===== config.mk =====
export PLATFORM = sky130hd
export DESIGN_NAME = pipe_controller
export DESIGN_NICKNAME = d
export VERILOG_FILES = /design/src/rtl/pipe_controller_pkg.sv /design/src/rtl/pipe_controller_decode.sv /design/src/rtl/pipe_controller.sv
export SDC_FILE = /design/constraint.sdc
export NUM_CORES = 1
export LEC_CHECK = 0
export CAP_MARGIN = 20
export CORE_ASPECT_RATIO = 0.6
export CORE_MARGIN = 2
export CORE_UTILIZATION = 43
export DETAILED_ROUTE_END_ITERATION = 8
export GPL_TIMING_DRIVEN = 0
export HOLD_SLACK_MARGIN = 0.1
export PLACE_DENSITY_LB_ADDON = 0.05
export SLEW_MARGIN = 15
export SYNTH_ARGS = -nofsm -noshare
export SYNTH_HDL_FRONTEND = slang
export SYNTH_SLANG_ARGS = --single-unit
export TNS_END_PERCENT = 100

===== constraint.sdc =====
create_clock -name clk -period 2.8 [get_ports clk]
set_input_delay 0.42 -clock clk [delete_from_list [all_inputs] [get_ports clk]]
set_output_delay 0.42 -clock clk [all_outputs]
set_load 0.02 [all_outputs]

===== src/rtl/pipe_controller_pkg.sv =====
// Shared definitions for the pipelined controller: instruction encodings,
// ALU / next-PC / forwarding codes, and the control bundle that rides the
// ID/EX/MEM/WB registers.
package pipe_controller_pkg;

  localparam int REG_AW_C   = 5;
  localparam int ALUCTR_W_C = 3;

  // Primary opcodes
  localparam logic [5:0] OP_RTYPE = 6'h00;
  localparam logic [5:0] OP_JAL   = 6'h03;
  localparam logic [5:0] OP_BEQ   = 6'h04;
  localparam logic [5:0] OP_ORI   = 6'h0d;
  localparam logic [5:0] OP_LUI   = 6'h0f;
  localparam logic [5:0] OP_LW    = 6'h23;
  localparam logic [5:0] OP_SW    = 6'h2b;

  // R-type function codes
  localparam logic [5:0] FN_JR   = 6'h08;
  localparam logic [5:0] FN_ADDU = 6'h21;
  localparam logic [5:0] FN_SUBU = 6'h23;

  // ALU operations
  localparam logic [ALUCTR_W_C-1:0] ALU_ADDU = 3'd0;
  localparam logic [ALUCTR_W_C-1:0] ALU_SUBU = 3'd1;
  localparam logic [ALUCTR_W_C-1:0] ALU_OR   = 3'd2;
  localparam logic [ALUCTR_W_C-1:0] ALU_LUI  = 3'd3;

  // Next-PC select
  localparam logic [1:0] NPC_PC4 = 2'd0;
  localparam logic [1:0] NPC_BEQ = 2'd1;
  localparam logic [1:0] NPC_J   = 2'd2;
  localparam logic [1:0] NPC_JR  = 2'd3;

  // EX operand forwarding select
  localparam logic [1:0] FWD_RF  = 2'd0;
  localparam logic [1:0] FWD_WB  = 2'd1;
  localparam logic [1:0] FWD_MEM = 2'd2;

  localparam logic [REG_AW_C-1:0] RA_REG = 5'd31;

  // Control bundle carried down the pipe; rs/rt ride along for EX forwarding.
  typedef struct packed {
    logic                  alu_src;
    logic [ALUCTR_W_C-1:0] alu_ctr;
    logic                  mem_write;
    logic                  reg_write;
    logic                  mem_to_reg;
    logic                  jal_pc;
    logic [REG_AW_C-1:0]   waddr;
    logic [REG_AW_C-1:0]   rs;
    logic [REG_AW_C-1:0]   rt;
  } ctrl_t;

  localparam ctrl_t CTRL_NOP = '0;

  // A producer stage can supply src when it writes a non-zero register equal to src.
  function automatic logic fwd_match(input logic                wr,
                                     input logic [REG_AW_C-1:0] waddr,
                                     input logic [REG_AW_C-1:0] src);
    return wr && (waddr != '0) && (waddr == src);
  endfunction

  // EX operand select: MEM (non-load) result wins over WB result.
  function automatic logic [1:0] fwd_sel(input ctrl_t m, input ctrl_t w,
                                         input logic [REG_AW_C-1:0] src);
    if (fwd_match(m.reg_write && !m.mem_to_reg, m.waddr, src)) return FWD_MEM;
    if (fwd_match(w.reg_write, w.waddr, src))                   return FWD_WB;
    return FWD_RF;
  endfunction

endpackage


===== src/rtl/pipe_controller_decode.sv =====
// Combinational instruction decoder for the ID stage: produces the control
// bundle, immediate-extension controls, operand-use flags and transfer kind.
module pipe_decode
  import pipe_controller_pkg::*;
(
  input  logic [31:0] instr_i,
  output ctrl_t       ctrl_o,
  output logic        ext_op_o,
  output logic        ext_high_o,
  output logic        use_rs_o,
  output logic        use_rt_o,
  output logic        is_beq_o,
  output logic        is_jal_o,
  output logic        is_jr_o
);

  logic [5:0]          op;
  logic [5:0]          funct;
  logic [REG_AW_C-1:0] rd;
  logic                unused_shamt;

  assign op           = instr_i[31:26];
  assign funct        = instr_i[5:0];
  assign rd           = instr_i[15:11];
  assign unused_shamt = ^instr_i[10:6];

  // Decode table; anything not listed stays a NOP with every enable low.
  always_comb begin
    // NOTE: every output gets a default before the case so no path infers a latch.
    ctrl_o     = CTRL_NOP;
    ctrl_o.rs  = instr_i[25:21];
    ctrl_o.rt  = instr_i[20:16];
    ext_op_o   = 1'b0;
    ext_high_o = 1'b0;
    use_rs_o   = 1'b0;
    use_rt_o   = 1'b0;
    is_beq_o   = 1'b0;
    is_jal_o   = 1'b0;
    is_jr_o    = 1'b0;
    case (op)
      OP_RTYPE: begin
        case (funct)
          FN_ADDU: begin
            ctrl_o.reg_write = 1'b1;
            ctrl_o.waddr     = rd;
            use_rs_o         = 1'b1;
            use_rt_o         = 1'b1;
          end
          FN_SUBU: begin
            ctrl_o.alu_ctr   = ALU_SUBU;
            ctrl_o.reg_write = 1'b1;
            ctrl_o.waddr     = rd;
            use_rs_o         = 1'b1;
            use_rt_o         = 1'b1;
          end
          FN_JR: begin
            ctrl_o.waddr = rd;
            use_rs_o     = 1'b1;
            is_jr_o      = 1'b1;
          end
          default: ;
        endcase
      end
      OP_ORI: begin
        ctrl_o.alu_src   = 1'b1;
        ctrl_o.alu_ctr   = ALU_OR;
        ctrl_o.reg_write = 1'b1;
        ctrl_o.waddr     = ctrl_o.rt;
        use_rs_o         = 1'b1;
      end
      OP_LW: begin
        ctrl_o.alu_src    = 1'b1;
        ctrl_o.reg_write  = 1'b1;
        ctrl_o.mem_to_reg = 1'b1;
        ctrl_o.waddr      = ctrl_o.rt;
        ext_op_o          = 1'b1;
        use_rs_o          = 1'b1;
      end
      OP_SW: begin
        ctrl_o.alu_src   = 1'b1;
        ctrl_o.mem_write = 1'b1;
        ctrl_o.waddr     = ctrl_o.rt;
        ext_op_o         = 1'b1;
        use_rs_o         = 1'b1;
        use_rt_o         = 1'b1;
      end
      OP_BEQ: begin
        ctrl_o.waddr = ctrl_o.rt;
        ext_op_o     = 1'b1;
        use_rs_o     = 1'b1;
        use_rt_o     = 1'b1;
        is_beq_o     = 1'b1;
      end
      OP_LUI: begin
        ctrl_o.alu_src   = 1'b1;
        ctrl_o.alu_ctr   = ALU_LUI;
        ctrl_o.reg_write = 1'b1;
        ctrl_o.waddr     = ctrl_o.rt;
        ext_high_o       = 1'b1;
      end
      OP_JAL: begin
        ctrl_o.reg_write = 1'b1;
        ctrl_o.jal_pc    = 1'b1;
        ctrl_o.waddr     = RA_REG;
        is_jal_o         = 1'b1;
      end
      default: ;
    endcase
    // $0 is hard-wired; never enable a write to it.
    if (ctrl_o.waddr == '0) ctrl_o.reg_write = 1'b0;
  end

endmodule


===== src/rtl/pipe_controller.sv =====
// Pipelined controller: ID decode, ID/EX/MEM/WB control registers, stall,
// forwarding and control-transfer flush logic for the five-stage datapath.
module pipe_controller
  import pipe_controller_pkg::*;
#(
  parameter int REG_AW     = 5,
  parameter int ALUCTR_W   = 3,
  parameter int DELAY_SLOT = 1
) (
  input  logic                clk,
  input  logic                rst_n,
  input  logic [31:0]         instr_d,
  input  logic                br_eq_d,
  output logic [1:0]          npc_sel_d,
  output logic                ext_op_d,
  output logic                ext_high_d,
  output logic                fwd_rs_d,
  output logic                fwd_rt_d,
  output logic                alu_src_e,
  output logic [ALUCTR_W-1:0] alu_ctr_e,
  output logic [1:0]          fwd_a_e,
  output logic [1:0]          fwd_b_e,
  output logic                mem_write_m,
  output logic                reg_write_w,
  output logic                mem_to_reg_w,
  output logic                jal_pc_w,
  output logic [REG_AW-1:0]   waddr_w,
  output logic                stall_f,
  output logic                stall_d,
  output logic                flush_d,
  output logic                flush_e
);

  localparam bit FLUSH_ON_TAKEN = (DELAY_SLOT == 0);

  ctrl_t               dec;
  ctrl_t               e_d, e_q, m_q, w_q;
  logic                use_rs, use_rt, is_beq, is_jal, is_jr;
  logic [REG_AW_C-1:0] rs_d, rt_d;
  logic                load_use, br_stall, stall, taken;
  logic                unused_w_bits;

  assign rs_d = instr_d[25:21];
  assign rt_d = instr_d[20:16];

  pipe_decode u_decode (
    .instr_i    (instr_d),
    .ctrl_o     (dec),
    .ext_op_o   (ext_op_d),
    .ext_high_o (ext_high_d),
    .use_rs_o   (use_rs),
    .use_rt_o   (use_rt),
    .is_beq_o   (is_beq),
    .is_jal_o   (is_jal),
    .is_jr_o    (is_jr)
  );

  // Stall detection: load-use in EX, or an unresolved operand for an ID compare/jr.
  always_comb begin
    load_use = 1'b0;
    br_stall = 1'b0;
    if (e_q.mem_to_reg && (e_q.waddr != '0))
      load_use = (use_rs && (e_q.waddr == rs_d)) || (use_rt && (e_q.waddr == rt_d));
    if (is_beq || is_jr)
      br_stall =
        (use_rs && (fwd_match(e_q.reg_write, e_q.waddr, rs_d) ||
                    fwd_match(m_q.reg_write && m_q.mem_to_reg, m_q.waddr, rs_d))) ||
        (use_rt && (fwd_match(e_q.reg_write, e_q.waddr, rt_d) ||
                    fwd_match(m_q.reg_write && m_q.mem_to_reg, m_q.waddr, rt_d)));
  end

  assign stall   = load_use || br_stall;
  assign stall_f = stall;
  assign stall_d = stall;
  assign flush_e = stall;

  // Next-PC select and taken-transfer flag; a stall holds the PC on pc+4.
  always_comb begin
    npc_sel_d = NPC_PC4;
    taken     = 1'b0;
    if (is_beq && br_eq_d) begin
      npc_sel_d = NPC_BEQ;
      taken     = 1'b1;
    end else if (is_jal) begin
      npc_sel_d = NPC_J;
      taken     = 1'b1;
    end else if (is_jr) begin
      npc_sel_d = NPC_JR;
      taken     = 1'b1;
    end
    if (stall) npc_sel_d = NPC_PC4;
  end

  // Stall dominates flush; nothing flushes while the pipe is held in reset.
  assign flush_d = FLUSH_ON_TAKEN && taken && !stall && rst_n;

  // Forwarding selects for the ID compare/jr operand and the EX ALU operands.
  always_comb begin
    fwd_rs_d = fwd_match(m_q.reg_write && !m_q.mem_to_reg, m_q.waddr, rs_d);
    fwd_rt_d = fwd_match(m_q.reg_write && !m_q.mem_to_reg, m_q.waddr, rt_d);
    fwd_a_e  = fwd_sel(m_q, w_q, e_q.rs);
    fwd_b_e  = fwd_sel(m_q, w_q, e_q.rt);
  end

  assign e_d = stall ? CTRL_NOP : dec;

  // ID/EX, EX/MEM and MEM/WB control registers; MEM and WB always advance.
  always_ff @(posedge clk or negedge rst_n) begin
    // NOTE: these registers are reset (unlike a RAM array) because the hazard outputs read them directly.
    if (!rst_n) begin
      e_q <= CTRL_NOP;
      m_q <= CTRL_NOP;
      w_q <= CTRL_NOP;
    end else begin
      // NOTE: non-blocking so every stage shifts from its pre-edge value on the same edge.
      e_q <= e_d;
      m_q <= e_q;
      w_q <= m_q;
    end
  end

  assign alu_src_e     = e_q.alu_src;
  assign alu_ctr_e     = e_q.alu_ctr;
  assign mem_write_m   = m_q.mem_write;
  assign reg_write_w   = w_q.reg_write;
  assign mem_to_reg_w  = w_q.mem_to_reg;
  assign jal_pc_w      = w_q.jal_pc;
  assign waddr_w       = w_q.waddr;
  assign unused_w_bits = ^{w_q.alu_src, w_q.alu_ctr, w_q.mem_write, w_q.rs, w_q.rt};

endmodule


Word level (Yosys, flattened, before mapping)
Index checks and enable logic that the tools add are counted.
- bits in registers: 40
- bits of input ports: 35
- output and inout bits: 27
- multiplexer cells: 40
- reductions and logical operators: 42
- equality and inequality tests: 17
- operators with widths (kind ; number):
    == test 5 bit ; 8
    == test 6 bit (second input constant) ; 4
    2-to-1 mux 2 bit ; 12
    2-to-1 mux 23 bit ; 1
    logical AND 1 bit ; 22
    2-to-1 mux 1 bit ; 21
    == test 6 x 4 -> 1 bit (second input constant) ; 3
    one-hot mux 5 bit (3 select lines) ; 1
    nonzero test 5 bit ; 3
    OR reduction 4 bit ; 3
    == test 6 x 2 -> 1 bit (second input constant) ; 1
    == test 6 x 3 -> 1 bit (second input constant) ; 1
    logical NOT 6 bit ; 1
    logical OR 1 bit ; 6
    one-hot mux 1 bit (2 select lines) ; 3
    one-hot mux 2 bit (3 select lines) ; 1
    OR reduction 3 bit ; 2
    logical NOT 5 bit ; 1
    2-to-1 mux 5 bit ; 1
    OR reduction 5 bit ; 1
    OR reduction 2 bit ; 2
    logical NOT 1 bit ; 1

Logic depth before layout (Yosys ltp)
- word-level depth: 9
- depth in mapped cells: 8
- gate-level depth less buffers: 5

Cells and area by module
Synthesis repeated with hierarchy kept, for this count alone.
- cells, all modules: 219
- area, all modules: 2382.3 um^2
- modules (own cells, without submodules) (module ; instances ; cells an instance ; area each (um^2)):
    pipe_controller ; 1 ; 158 ; 1930.6
    pipe_decode ; 1 ; 61 ; 451.7

Least setup slack after synthesis
OpenSTA, ideal clock, no wires.
- path type: input port to output port
- start: input port instr_d[30]
- end: output port stall_d
- buffers on the path: 3
- arrival time: 2.493 ns
- setup slack: -0.113 ns
- stages on the path: 8
- path through: buf_6 or4_4 buf_6 a211oi_2 o211ai_1 a2111oi_4 or2_2 buf_4
- word-level cells in the longest chain between the ends: 7
- ends and longest elaborated chain (item ; line ; RTL):
    start: declaration ; pipe_controller.sv:12 ; input logic [31:0] instr_d,
    == test 6 x 4 -> 1 bit (tied with other cells) ; pipe_controller_decode.sv:40 ; case (op)
    OR reduction 4 bit (no source line) or OR reduction 2 bit (tied branches) ; - ;
    one-hot mux 1 bit (2 select lines) ; pipe_controller_decode.sv:40 ;
    logical AND 1 bit (on tied branches) ; pipe_controller.sv:63, pipe_controller.sv:66, pipe_controller.sv:68 ;
    logical OR 1 bit (on tied branches) ; pipe_controller.sv:63, pipe_controller.sv:67 ;
    2-to-1 mux 1 bit (on tied branches) ; pipe_controller.sv:62, pipe_controller.sv:64 ;
    logical OR 1 bit * ; pipe_controller.sv:72 ; assign stall = load_use || br_stall;
    end: declaration ; pipe_controller.sv:29 ; output logic stall_d,
Every way passes the cells marked *; elsewhere a longest branch is shown, timed or not.

Final worst setup path
- start: input port instr_d[28]
- end: output port stall_d
The elaborated chain is that of the path after synthesis.

==> results.txt <==
The run finished, with violations left. The final reports fail on negative setup slack. The final-report hold violation count came out at 0. The worst pin sits at a relative slew slack of between 50% and 60%. The effective utilization at floorplan came out at between 40% and 50%. The peak clock frequency supported by timing came out at about 0.35 GHz. The final setup skew is 0.00617 ns. Clock-pin slew was measured on the worst setup and hold paths at 0.07 ns. The final net count came out at 323.

The number of distinct standard cells referenced by the synthesized netlist came out at 45. The number of max-slew violations in the final report is 0. The post-synthesis cell count is roughly 220.

The synthesis-to-layout area growth is 42.5%. The multiplexer share of the synthesized area is 0%. The number of remaining DRC errors came out at 0.

The critical path ends at stall_d. The clock buffer count from CTS is 5. The detailed-placement wirelength estimate came out at between 4000 and 5000 um. The classification of the worst-slack hold path is reg -> reg. The number of antenna violations at the first check in global routing is 0. The count of nets left with antenna violations once routing finished came out at 0. STA classifies the critical path endpoint as a primary output.

For the finished layout, the period the worst path requires is about 2.9 ns. The leakage power came out at approximately 1.5 nW. The leftover overflow at the end of global routing came out at 0. The worst path uses 102% of the clock period. The tree is rooted in a sky130_fd_sc_hd__clkbuf_8. The pre-antenna-repair detailed-routing pass consisted of 4 iterations. The die outline width is a little under 100 um. The number of global-route vias before repair was between 1500 and 2000.

The area of the die came out at 5780 um^2. Yosys printed 0 warnings. The worst reg-to-reg path cell count is 9. The standard cell core area is 5030 um^2. The number of maximum-capacitance violations came out at 0. The path type of the worst setup path is in -> out. The summed instance area of the synthesized netlist came out at about 2200 um^2. The endpoint of the worst register-to-register path is e_q[5]. The largest voltage drop on the vdd net is about 270 uV. The total power of the final layout came out at ~1.2 mW.

By area the synthesized netlist is led by sky130_fd_sc_hd__dfrtp_1 44%, sky130_fd_sc_hd__xor2_1 14%, sky130_fd_sc_hd__nor3b_1 4.4%, sky130_fd_sc_hd__nor3_1 3.6%, sky130_fd_sc_hd__a21oi_1 3.1%. The synthesized netlist devotes 11.9% of its cell area to compound gates. After detailed routing, the average wire length per cell comes to 17.2 um. For this block, the routed nets add up to 6120 um of wire. The biggest area contributor in the post-synthesis netlist is sky130_fd_sc_hd__dfrtp_1. The post-synthesis adder-cell area fraction came out at 0%. The count of buffers inserted at the top-level ports is 50. The post-layout worst setup margin is -0.0515 ns.

In the final layout, the share of cells above drive strength 1 is around 29%. During I/O placement, the number of pins put on the boundary was 62. The number of clock sinks is 39. Counting along the longest clock path gives a buffer depth of 2. The most used flip-flop cell after synthesis is sky130_fd_sc_hd__dfrtp_1. The number of setup violations in the final report came out at 4.

The routability congestion estimate is approximately 0.90. The pin count of the biggest net entering global routing came out at 34. The average size of a mapped cell is just over 10 um^2. The number of antenna cells inserted is 0. STA classifies the critical path startpoint as an input pin.

The first global-routing pass estimated about 9400 um of wire. In the synthesized netlist the async set-or-reset flop fraction comes to 100%. After Yosys synthesis, and, or, nand and nor cells account for between 20% and 30% of the synthesized area.

The number of levels the H-tree was split into is 2. The data arrival time at the worst-slack endpoint is 2.43 ns. The actual transition at the worst max-transition pin is 0.668 ns.

Dividing the detail-routed via count by the number of cells gives around 5.4. Tracing the worst setup path back leads to its startpoint at instr_d[28]. The y dimension of the die is 59.7 um. At the placement stage, the worst setup path has a slack of -1.23 ns.

The largest fanout on the critical path is 7. The cell row count is 20. The post-synthesis register bit count came out at 39. Power spread over the standard cell area amounts to roughly 370 nW/um^2. The number of vias in the routed layout came out at between 1500 and 2000. Setup repair after global routing could not meet its margin everywhere. The worst setup slack for register-to-register paths is around 0.5 ns. The share of synthesized area in the top cell type comes to between 40% and 50%. At the later pin of the worst-skew pair, clock insertion delay measures just under 0.3 ns. The critical path data required time came out at around 2.4 ns. In this run the critical register-to-register path is launched from m_q[14]. The clock tree from TritonCTS is yes. The violation count after the first detailed-route iteration came out at 179. The number of synthesized flops with an enable pin came out at 0. The overall fraction of global-route tracks in use is 21.5%. Summing the areas of all xor and xnor instances in the mapped netlist gives between 15 and 20% of the synthesized area. After synthesis, the largest family of logic cells by area is simple AND/OR/NAND/NOR gates. The utilization after layout came out at 63.0%.

The sequential element share of the synthesized area is 43.9%.
## cells by family after synthesis
logic type,after synthesis
compound gates,36
flops,39
xor+xnor,41
other cells,1
simple gates,79
buf+inv,21
## worst min path at each step
| stage | startpoint | end | slack (ns) | cells past startpoint |
|---|---|---|---|---|
| floorplan | rst_n | alu_ctr_e[0] | 0.12 | 0 |
| global placement | m_q[15] | jal_pc_w | 0.33 | 0 |
| detailed placement | rst_n | m_q[11] | 0.27 | 1 |
| CTS | e_q[18] | mem_write_m | 0.35 | 0 |
| global route | e_q[15] | m_q[15] | 0.36 | 0 |
| finish | e_q[18] | mem_write_m | 0.35 | 0 |
## sequential cells by signal (all words and copies together) (netlist names)
signal / cells
alu_ctr_e: 2
mem_to_reg_w: 1
e_q: 19
mem_write_m: 1
reg_write_w: 1
alu_src_e: 1
jal_pc_w: 1
waddr_w: 5
m_q: 8
## metal layers
layer / vias up / track usage [%] / share of wire [%]
li1: 912 / - / -
met1: 944 / 35.4 / 52
met2: 70 / 28.5 / 39
met3: 5 / 4.21 / 8.3
met4: 0 / 4.83 / 0.64
met5: - / 0 / 0
## worst max-delay path, stage by stage
cell and delay [ns]:
sky130_fd_sc_hd__buf_2 0.14, sky130_fd_sc_hd__or4_4 0.55, sky130_fd_sc_hd__nor3_2 0.41, sky130_fd_sc_hd__nor2_1 0.12
sky130_fd_sc_hd__a2111oi_4 0.38, sky130_fd_sc_hd__or2_4 0.21, sky130_fd_sc_hd__buf_6 0.09, sky130_fd_sc_hd__buf_6 0.10
## power by group
group,leakage [nW],total (mW),switching (mW),internal [mW]
combinational,0.928,0.195,0.0973,0.0977
sequential,0.516,0.599,0.0205,0.579
clock,0.0402,0.380,0.207,0.173
## layout make-up
class / instances / area (um^2)
fill: 424 / 1860
multi-input combinational: 158 / 1250
sequential: 39 / 977
timing repair buffer: 69 / 634
buffer: 14 / 135
tap: 66 / 82.6
clock buffer: 5 / 68.8
clock inverter: 3 / 20.0
inverter: 1 / 3.75
## cells in the final DEF, fill, tap and decap left out, types with 3 or more instances in the layout
master / count
sky130_fd_sc_hd__nor3_1: 11
sky130_fd_sc_hd__nor2_1: 9
sky130_fd_sc_hd__clkbuf_8: 5
sky130_fd_sc_hd__nor3b_1: 12
sky130_fd_sc_hd__dfrtp_1: 38
sky130_fd_sc_hd__nand2_1: 5
sky130_fd_sc_hd__xor2_1: 35
sky130_fd_sc_hd__nor4_1: 4
sky130_fd_sc_hd__nor4_2: 4
sky130_fd_sc_hd__o211ai_1: 4
sky130_fd_sc_hd__clkdlybuf4s50_1: 27
sky130_fd_sc_hd__or4_1: 6
sky130_fd_sc_hd__dlymetal6s2s_1: 5
sky130_fd_sc_hd__a2bb2oi_1: 4
sky130_fd_sc_hd__buf_12: 3
sky130_fd_sc_hd__a21oi_1: 13
sky130_fd_sc_hd__buf_2: 10
sky130_fd_sc_hd__buf_6: 11
sky130_fd_sc_hd__nor3_2: 4
sky130_fd_sc_hd__buf_4: 22
sky130_fd_sc_hd__xnor2_1: 6
## repair_timing
| item | CTS | global route |
|---|---|---|
| setup buffers | 12 | 5 |
| endpoints found under the setup margin | 17 | 11 |
| resized for setup | 95 | 16 |
| endpoints found under the hold margin | 6 | 0 |
| cloned | 0 | 0 |
| hold buffers | 1 | 0 |
| pin swaps | 13 | 13 |
## Yosys cell counts (5+ instances only)
cell type and number:
sky130_fd_sc_hd__dfrtp_1 39, sky130_fd_sc_hd__xor2_1 35, sky130_fd_sc_hd__nor3_1 16, sky130_fd_sc_hd__a21oi_1 14, sky130_fd_sc_hd__nor3b_1 13, sky130_fd_sc_hd__nor2_1 10
sky130_fd_sc_hd__nor4_1 8, sky130_fd_sc_hd__or4_1 7, sky130_fd_sc_hd__buf_4 6, sky130_fd_sc_hd__clkbuf_1 6, sky130_fd_sc_hd__xnor2_1 6, sky130_fd_sc_hd__nand2_1 5
## metrics by stage
stage	instances	TNS [ns]	hold WS [ns]	cell area [um^2]
floorplan	218	0	0.124	2290
global placement	334	-12.85	0.331	2880
detailed placement	335	-12.67	0.267	2890
CTS	351	-0.136	0.353	3100
global route	355	-0.462	0.363	3170
finish	355	-0.156	0.350	3170
Power figures use the tool's default switching activity.
